## config.mk

```make
export PLATFORM = sky130hd
export DESIGN_NAME = proc_trace_buffer_flat
export DESIGN_NICKNAME = d
export VERILOG_FILES = /design/src/rtl/proc_trace_buffer_if.sv /design/src/rtl/proc_trace_buffer.sv /design/src/flat_wrapper.sv
export SDC_FILE = /design/constraint.sdc
export NUM_CORES = 1
export LEC_CHECK = 0
export ABC_AREA = 0
export CORE_MARGIN = 2
export CORE_UTILIZATION = 40
export DETAILED_ROUTE_END_ITERATION = 16
export SYNTH_ARGS = -nofsm -noshare
export SYNTH_HDL_FRONTEND = slang
export SYNTH_SLANG_ARGS = --single-unit
```

## constraint.sdc

```tcl
create_clock -name clk -period 7.65 [get_ports clk]
set_input_delay 1.9125 -clock clk [delete_from_list [all_inputs] [get_ports clk]]
set_output_delay 1.9125 -clock clk [all_outputs]
set_load 0.005 [all_outputs]
```

## src/rtl/proc_trace_buffer_if.sv

```systemverilog
`default_nettype none
// +----------------------------------------------------------------------------+
// | Module      : proc_trace_buffer_if                                         |
// | Description : Snoop inputs and trace drain port of the architectural-state |
// |               trace unit. The "slave" modport is the trace buffer, the     |
// |               "master" modport is the core/debug-host side.                |
// | Options     : TRACE_TIMESTAMP_EN widens trc_data by a 16-bit timestamp.    |
// | Revision    : 1.0 - initial release                                        |
// +----------------------------------------------------------------------------+
interface proc_trace_buffer_if #(
    parameter int DATA_W = 16,
    parameter int ADDR_W = 8,
    parameter int REG_AW = 2,
    parameter int PC_W   = 16,
    parameter int DEPTH  = 16
);
    localparam int c_CNT_W = $clog2(DEPTH + 1);
`ifdef TRACE_TIMESTAMP_EN
    localparam int c_REC_W = 16 + 2 + PC_W + ADDR_W + DATA_W;
`else
    localparam int c_REC_W = 2 + PC_W + ADDR_W + DATA_W;
`endif

    // Snoop side
    logic                 cap_en;
    logic [PC_W-1:0]      pc;
    logic                 rf_wr_en;
    logic [REG_AW-1:0]    rf_wr_addr;
    logic [DATA_W-1:0]    rf_wr_data;
    logic                 mem_wr_en;
    logic [ADDR_W-1:0]    mem_addr;
    logic [DATA_W-1:0]    mem_wr_data;

    // Drain side
    logic                 trc_valid;
    logic                 trc_ready;
    logic [c_REC_W-1:0]   trc_data;
    logic [c_CNT_W-1:0]   trc_count;
    logic                 trc_overflow;

    modport master (
        output cap_en, pc, rf_wr_en, rf_wr_addr, rf_wr_data,
               mem_wr_en, mem_addr, mem_wr_data, trc_ready,
        input  trc_valid, trc_data, trc_count, trc_overflow
    );

    modport slave (
        input  cap_en, pc, rf_wr_en, rf_wr_addr, rf_wr_data,
               mem_wr_en, mem_addr, mem_wr_data, trc_ready,
        output trc_valid, trc_data, trc_count, trc_overflow
    );
endinterface
`default_nettype wire

```

## src/rtl/proc_trace_buffer.sv

```systemverilog
`default_nettype none
// +----------------------------------------------------------------------------+
// | Module      : proc_trace_buffer                                            |
// | Description : Commit-log trace unit. Packs register writebacks and memory  |
// |               stores into {kind, pc, addr, data} records, buffers them in  |
// |               a DEPTH-entry circular store and drains them over a          |
// |               valid/ready port. WRAP_MODE selects drop-new vs overwrite-   |
// |               oldest when full; trc_overflow is sticky until reset.        |
// | Options     : TRACE_TIMESTAMP_EN adds a free-running 16-bit cycle stamp    |
// |               at the MSBs of every record.                                 |
// | Revision    : 1.0 - initial release                                        |
// +----------------------------------------------------------------------------+
module proc_trace_buffer #(
    parameter int DATA_W    = 16,
    parameter int ADDR_W    = 8,
    parameter int REG_AW    = 2,
    parameter int PC_W      = 16,
    parameter int DEPTH     = 16,
    parameter int WRAP_MODE = 0
) (
    input  wire               clk,
    input  wire               reset,
    proc_trace_buffer_if.slave bus
);

    localparam int c_PTR_W = $clog2(DEPTH);
    localparam int c_CNT_W = $clog2(DEPTH + 1);
    localparam int c_CW1   = c_CNT_W + 1;
`ifdef TRACE_TIMESTAMP_EN
    localparam int c_TS_W  = 16;
    localparam int c_REC_W = c_TS_W + 2 + PC_W + ADDR_W + DATA_W;
`else
    localparam int c_REC_W = 2 + PC_W + ADDR_W + DATA_W;
`endif
    localparam logic [1:0]       c_KIND_RF  = 2'b01;
    localparam logic [1:0]       c_KIND_MEM = 2'b10;
    localparam logic [c_CW1-1:0] c_DEPTH    = c_CW1'(DEPTH);

    // Storage and state
    logic [c_REC_W-1:0] r_mem [DEPTH];
    logic [c_PTR_W-1:0] r_wr_ptr;
    logic [c_PTR_W-1:0] r_rd_ptr;
    logic [c_CNT_W-1:0] r_count;
    logic               r_overflow;
    logic [c_REC_W-1:0] r_data;
`ifdef TRACE_TIMESTAMP_EN
    logic [c_TS_W-1:0]  r_ts;
`endif

    // Combinational update terms
    logic               w_rf_ev;
    logic               w_mem_ev;
    logic               w_pop;
    logic [1:0]         w_n_ev;
    logic [1:0]         w_n_acc;
    logic [1:0]         w_n_ovw;
    logic               w_drop;
    logic [c_CW1-1:0]   w_free;
    logic [c_CNT_W-1:0] w_count_next;
    logic [c_PTR_W-1:0] w_wr_ptr1;
    logic [c_PTR_W-1:0] w_wr_next;
    logic [c_PTR_W-1:0] w_rd_next;
    logic [REG_AW-1:0]  w_rf_idx;
    logic [c_REC_W-1:0] w_rf_rec;
    logic [c_REC_W-1:0] w_mem_rec;
    logic [c_REC_W-1:0] w_rec0;
    logic [c_REC_W-1:0] w_rec1;
    logic [c_REC_W-1:0] w_head_next;

    // Build the candidate records; RF index is zero-extended into the address field.
    always_comb begin
        w_rf_idx = bus.rf_wr_addr;
`ifdef TRACE_TIMESTAMP_EN
        w_rf_rec  = {r_ts, c_KIND_RF, bus.pc, ADDR_W'(w_rf_idx), bus.rf_wr_data};
        w_mem_rec = {r_ts, c_KIND_MEM, bus.pc, bus.mem_addr, bus.mem_wr_data};
`else
        w_rf_rec  = {c_KIND_RF, bus.pc, ADDR_W'(w_rf_idx), bus.rf_wr_data};
        w_mem_rec = {c_KIND_MEM, bus.pc, bus.mem_addr, bus.mem_wr_data};
`endif
        // RF always occupies the first slot when present, MEM follows it.
        w_rec0 = w_rf_ev ? w_rf_rec : w_mem_rec;
        w_rec1 = w_mem_rec;
    end

    // Decide how many records are accepted, dropped or overwrite old entries.
    always_comb begin
        w_rf_ev  = bus.cap_en & bus.rf_wr_en;
        w_mem_ev = bus.cap_en & bus.mem_wr_en;
        w_pop    = (r_count != '0) & bus.trc_ready;
        w_n_ev   = {1'b0, w_rf_ev} + {1'b0, w_mem_ev};
        // A pop in this cycle frees its slot for the incoming records.
        w_free   = c_DEPTH - {1'b0, r_count} + c_CW1'(w_pop);

        w_n_acc  = w_n_ev;
        w_n_ovw  = 2'd0;
        w_drop   = 1'b0;
        if (c_CW1'(w_n_ev) > w_free) begin
            // free is 0 or 1 here, so its low two bits carry the full value.
            if (WRAP_MODE != 0) begin
                w_n_ovw = w_n_ev - w_free[1:0];
            end else begin
                w_n_acc = w_free[1:0];
                w_drop  = 1'b1;
            end
        end

        w_count_next = r_count + c_CNT_W'(w_n_acc) - c_CNT_W'(w_pop) - c_CNT_W'(w_n_ovw);
        w_wr_ptr1    = r_wr_ptr + c_PTR_W'(1);
        w_wr_next    = r_wr_ptr + c_PTR_W'(w_n_acc);
        // Overwritten records are the oldest ones, so the read side skips past them.
        w_rd_next    = r_rd_ptr + c_PTR_W'(w_pop) + c_PTR_W'(w_n_ovw);
    end

    // Next head record, bypassing records written in this same cycle.
    always_comb begin
        w_head_next = r_mem[w_rd_next];
        if ((w_n_acc != 2'd0) && (w_rd_next == r_wr_ptr)) begin
            w_head_next = w_rec0;
        end else if ((w_n_acc == 2'd2) && (w_rd_next == w_wr_ptr1)) begin
            w_head_next = w_rec1;
        end
        if (w_count_next == '0) begin
            w_head_next = '0;
        end
    end

    // Pointers, occupancy, sticky overflow and the registered head record.
    always_ff @(posedge clk) begin
        if (reset) begin
            r_wr_ptr   <= '0;
            r_rd_ptr   <= '0;
            r_count    <= '0;
            r_overflow <= 1'b0;
            r_data     <= '0;
        end else begin
            r_wr_ptr   <= w_wr_next;
            r_rd_ptr   <= w_rd_next;
            r_count    <= w_count_next;
            r_overflow <= r_overflow | w_drop | (w_n_ovw != 2'd0);
            r_data     <= w_head_next;
        end
    end

    // Record store; pointers alone define which entries are live, so no reset.
    always_ff @(posedge clk) begin
        if (!reset) begin
            if (w_n_acc != 2'd0) begin
                r_mem[r_wr_ptr] <= w_rec0;
            end
            if (w_n_acc == 2'd2) begin
                r_mem[w_wr_ptr1] <= w_rec1;
            end
        end
    end

`ifdef TRACE_TIMESTAMP_EN
    // Free-running cycle stamp, wraps naturally at its width.
    always_ff @(posedge clk) begin
        if (reset) begin
            r_ts <= '0;
        end else begin
            r_ts <= r_ts + c_TS_W'(1);
        end
    end
`endif

    assign bus.trc_valid    = (r_count != '0);
    assign bus.trc_data     = r_data;
    assign bus.trc_count    = r_count;
    assign bus.trc_overflow = r_overflow;

endmodule
`default_nettype wire
```

## src/flat_wrapper.sv

```systemverilog
// flat-port wrapper written by rule: the top's interface ports become plain ports
module proc_trace_buffer_flat 
#(
    parameter int DATA_W    = 16,
    parameter int ADDR_W    = 8,
    parameter int REG_AW    = 2,
    parameter int PC_W      = 16,
    parameter int DEPTH     = 16,
    parameter int WRAP_MODE = 0
)
  (clk, reset, bus_cap_en, bus_pc, bus_rf_wr_en, bus_rf_wr_addr, bus_rf_wr_data, bus_mem_wr_en, bus_mem_addr, bus_mem_wr_data, bus_trc_ready, bus_trc_valid, bus_trc_data, bus_trc_count, bus_trc_overflow);
  proc_trace_buffer_if #(.DATA_W(DATA_W), .ADDR_W(ADDR_W), .REG_AW(REG_AW), .PC_W(PC_W), .DEPTH(DEPTH)) bus_i ();
  input  wire clk;
  input  wire reset;
  input wire logic [$bits(bus_i.cap_en)-1:0] bus_cap_en;
  input wire logic [$bits(bus_i.pc)-1:0] bus_pc;
  input wire logic [$bits(bus_i.rf_wr_en)-1:0] bus_rf_wr_en;
  input wire logic [$bits(bus_i.rf_wr_addr)-1:0] bus_rf_wr_addr;
  input wire logic [$bits(bus_i.rf_wr_data)-1:0] bus_rf_wr_data;
  input wire logic [$bits(bus_i.mem_wr_en)-1:0] bus_mem_wr_en;
  input wire logic [$bits(bus_i.mem_addr)-1:0] bus_mem_addr;
  input wire logic [$bits(bus_i.mem_wr_data)-1:0] bus_mem_wr_data;
  input wire logic [$bits(bus_i.trc_ready)-1:0] bus_trc_ready;
  output wire logic [$bits(bus_i.trc_valid)-1:0] bus_trc_valid;
  output wire logic [$bits(bus_i.trc_data)-1:0] bus_trc_data;
  output wire logic [$bits(bus_i.trc_count)-1:0] bus_trc_count;
  output wire logic [$bits(bus_i.trc_overflow)-1:0] bus_trc_overflow;
  assign bus_i.cap_en = bus_cap_en;
  assign bus_i.pc = bus_pc;
  assign bus_i.rf_wr_en = bus_rf_wr_en;
  assign bus_i.rf_wr_addr = bus_rf_wr_addr;
  assign bus_i.rf_wr_data = bus_rf_wr_data;
  assign bus_i.mem_wr_en = bus_mem_wr_en;
  assign bus_i.mem_addr = bus_mem_addr;
  assign bus_i.mem_wr_data = bus_mem_wr_data;
  assign bus_i.trc_ready = bus_trc_ready;
  assign bus_trc_valid = bus_i.trc_valid;
  assign bus_trc_data = bus_i.trc_data;
  assign bus_trc_count = bus_i.trc_count;
  assign bus_trc_overflow = bus_i.trc_overflow;
  proc_trace_buffer #(.DATA_W(DATA_W), .ADDR_W(ADDR_W), .REG_AW(REG_AW), .PC_W(PC_W), .DEPTH(DEPTH), .WRAP_MODE(WRAP_MODE)) u_core (.clk(clk), .reset(reset), .bus(bus_i));
endmodule
```

==> flow_summary_export.csv <==
group,metric,value,unit
timing,setup-tns-final,0,ns
clocking,cts-buffers-inserted,80,
die,die_h,299,um
timing,finClkSkew,0.0307,ns
clocking,postCtsResizedCells,0,
setup_path,rr_worst_depth,23,
power_and_ir_drop,clock_power_share,32.0,%
detailed_routing,firstDrtPassIters,6,
setup_path,required,8.19,ns
min_path,whs_path_depth,2,
logic_synthesis,ys_ff_latch,728,
run_status,status,"completed",
global_route,grtUsageTotal,22.0,%
timing,finalCriticalPeriod,6.28,ns
clocking,h-tree-depth,3,
die,core-area,0.0866,mm2
logic_synthesis,synth.distinct_cells,59,
power_and_ir_drop,pwr-share-seq,37.1,%
timing,tightest_slew,1.26,ns
clocking,clock_latency,0.64,ns
placement,portBuffers,112,
setup_path,r2r_start,"u_core.bus.trc_count[2]",
logic_synthesis,avgSynthCellArea,13.7,um2
setup_path,crit_path_frequent_cell,"ha_1",
job,drv_cap,0,
logic_synthesis,synthesis.nets,2640,
timing,max_slew_margin,15.5,%
timing,grt_setup_unrepaired,"false",
final_layout,drive_gt1_share,17.9,%
setup_path,path_max_fanout,44,
logic_synthesis,syn-cell-area,0.0349,mm2
power_and_ir_drop,p_leak,12.7,nW
clocking,post_cts_buffers,0,
final_layout,syn2layout_area_growth,14.9,%
detailed_routing,vias,21700,
detailed_routing,wl_met2,48900,um
timing,hold_ws,0.461,ns
placement,post-dp-hpwl,55800,um
clocking,cts_tree,"done",
setup_path,start_kind,"primary input",
logic_synthesis,netlist_instances,2551,
global_route,grt_pass1_vias,22500,
global_route,grt_pass1_wl,147000,um
die,die_w,299,um
logic_synthesis,synth_edf_count,640,
detailed_routing,met1_length,38300,um
setup_path,reg2reg_slack,2.13,ns
clocking,cts-root-buf,"clkbuf_16",
final_layout,fin_nets,2664,
global_route,grt_max_degree,83,
setup_path,arrival,6.83,ns
detailed_routing,drtIter0Drc,2355,
setup_path,worst_setup_path_end_kind,"register",
clocking,cts.path.max_buffers,3,
die,ioPinCount,113,
detailed_routing,top_layer,"met4",
die,core.rowCount,108,
setup_path,max_stage_delay,0.50,ns
logic_synthesis,synthFlopType,"edfxtp_1",
setup_path,path_cells,"clkdlybuf4s50_1 > nand2_1 > ha_1 > inv_1 > ha_1 > inv_1 > ha_1 > nor2b_1 > o211ai_1 > nor2_1 > mux2_2 > inv_1 > ha_1 > fa_1 > nand2b_1 > a21oi_1 > nor3_1 > o2111ai_4 > buf_4 > nand3_1 > o22ai_1",
timing,setup_viol,0,
global_route,antenna_found_initial,0,
detailed_routing,vias_per_cell,5.72,
detailed_routing,wl,98200,um
min_path,worstHoldPathType,"reg -> reg",
detailed_routing,final_antenna_net_count,0,
die,initial_core_util,40.3,%
timing,period_share,82.1,%
logic_synthesis,yosysWarnings,0,
timing,fmax,0.159,GHz
power_and_ir_drop,switching_share,28.7,%
power_and_ir_drop,finalPower,0.0125,W
clocking,ctsHoldBuffers,0,
power_and_ir_drop,powerDensity,311,mW/mm2
clocking,clk_pin_slew,0.06,ns
placement,place.gp.congestion,0.797,
setup_path,r2r_end,"u_core.bus.trc_data[19]",
timing,hold_violations,0,
die,die-area,0.0896,mm2
clocking,clock-sinks,728,
power_and_ir_drop,comb_power_share,30.9,%
detailed_routing,drc,0,
detailed_routing,wl_per_cell,25.9,um
power_and_ir_drop,p_int,0.00888,W
power_and_ir_drop,p_sw,0.00358,W
min_path,whs_endpoint,"u_core.r_mem[0][40]",
logic_synthesis,async_flop_share,0,%
power_and_ir_drop,irDropWorstVdd,0.201,mV
min_path,min_from,"u_core.r_mem[0][40]",
timing,slew_viol_final,0,
logic_synthesis,synth_seq_area_share,60.1,%
setup_path,critPathSlowestCell,"buf_4",
detailed_routing,wl_met3,7320,um
setup_path,crit_type,"in -> reg",
global_route,overflow,0,
## Yosys cell counts, types with 2 or more instances
library cell	instances	area share, %
a211oi_2	24	0.86
nand2b_1	30	0.54
nand2b_2	2	0.050
nand3_1	48	0.69
and2_1	257	4.6
xor2_1	9	0.23
fa_1	2	0.11
ha_1	23	0.82
inv_1	18	0.19
nor3_1	2	0.029
o21a_1	20	0.43
a211oi_1	2	0.043
or2_1	10	0.18
buf_1	14	0.15
nor4_4	2	0.12
buf_2	48	0.69
or2_0	3	0.054
edfxtp_1	640	55
or3_1	2	0.036
nor4_2	10	0.36
a2111oi_2	7	0.30
dfxtp_1	88	5.0
a21o_1	2	0.043
nand2_1	325	3.5
clkbuf_1	163	1.8
o22ai_1	6	0.11
o21ai_0	278	4.0
xnor2_1	9	0.23
mux2i_1	66	1.9
a21oi_1	20	0.29
o31ai_1	2	0.043
mux4_2	210	14
o211ai_1	2	0.043
nor4b_2	3	0.13
buf_6	8	0.26
nand4_1	2	0.036
nor2b_1	108	1.9
nor2_1	51	0.55
buf_4	5	0.11
o21ai_1	11	0.16
## metrics by stage
stage / area (um2) / utilization [%] / setup WS, ns / instances
floorplan: 34900 / - / 0.655 / 2551
global placement: 37400 / 43.2 / 0.895 / 3648
detailed placement: 37400 / 43.2 / 0.782 / 3648
CTS: 40100 / 46.3 / 1.42 / 3796
global route: 40100 / 46.3 / 0.974 / 3796
finish: 40100 / 46.3 / 1.37 / 3797
## worst max-delay path by stage
stage	depth (start not counted)	slack [ns]	to	from
floorplan	22	0.66	u_core.bus.trc_data[40]	bus_rf_wr_en
global placement	21	0.89	u_core.bus.trc_data[20]	bus_trc_ready
detailed placement	21	0.78	u_core.bus.trc_data[23]	bus_trc_ready
CTS	21	1.42	u_core.bus.trc_data[23]	bus_trc_ready
global route	21	0.97	u_core.bus.trc_data[23]	bus_trc_ready
finish	21	1.37	u_core.bus.trc_data[19]	bus_trc_ready
## power groups by stage
| stage | logic, W | registers (W) | clock network, W |
|---|---|---|---|
| finish | 0.00385 | 0.00463 | 0.00399 |
| global route | 0.00413 | 0.00464 | 0.00419 |
| CTS | 0.00391 | 0.00463 | 0.00404 |
| detailed placement | 0.00389 | 0.00472 | 0 |
| global placement | 0.00385 | 0.00471 | 0 |
| floorplan | 0.00280 | 0.00467 | 0 |
## final cells by class
class	instances	area [um2]
Timing Repair Buffer	180	1830
Multi-Input combinational cell	1566	13100
Sequential cell	728	21000
Clock inverter	35	470
Fill cell	7528	46500
Inverter	19	71.3
Clock buffer	113	2230
Antenna cell	1	2.50
Tap cell	1155	1450
## kinds of logic after synthesis
family | after synthesis | share of synthesized area [%]
xor gates and xnor gates | 18 | 0.452
adders and majority gates | 25 | 0.940
DFF | 728 | 60.1
muxes | 277 | 15.5
buffers and inverters | 257 | 3.16
AOI/OAI and AO/OA | 386 | 6.88
and+or+nand+nor | 860 | 13.0
## cell usage in the layout, fill, tap and decap left out, types with 11 or more instances in the layout
cell type	instances
edfxtp_1	640
nand2_1	325
o21ai_0	278
and2_1	257
mux4_2	210
clkdlybuf4s50_1	112
nor2b_1	108
dfxtp_1	88
clkbuf_16	82
mux2i_1	64
buf_4	52
nor2_1	51
nand3_1	48
nand2b_1	30
clkbuf_1	25
ha_1	21
a21oi_1	20
o21a_1	20
a211oi_2	18
inv_1	17
buf_12	16
or2_2	14
clkinv_1	13
o21ai_1	11
## worst max-delay path: cells and delay by family
| family | cells | cell delay (ns) |
|---|---|---|
| compound gates | 4 | 1.04 |
| fa+ha+maj | 5 | 1.52 |
| buf+inv | 5 | 1.11 |
| mux | 1 | 0.35 |
| simple gates | 6 | 0.86 |
## sequential cells by signal, indices dropped and copies added (netlist names)
register	count
u_core.bus.trc_count	5
u_core.bus.trc_data	42
u_core.r_rd_ptr	4
u_core.r_mem	672
u_core.bus.trc_overflow	1
u_core.r_wr_ptr	4
## layer usage
metal / vias up / GRT usage, %
met5: - / 0
met4: 0 / 8.11
met3: 203 / 3.95
met2: 920 / 37.3
met1: 11100 / 28.4
li1: 9477 / -
Note: power is estimated with default switching activity, not from simulation.
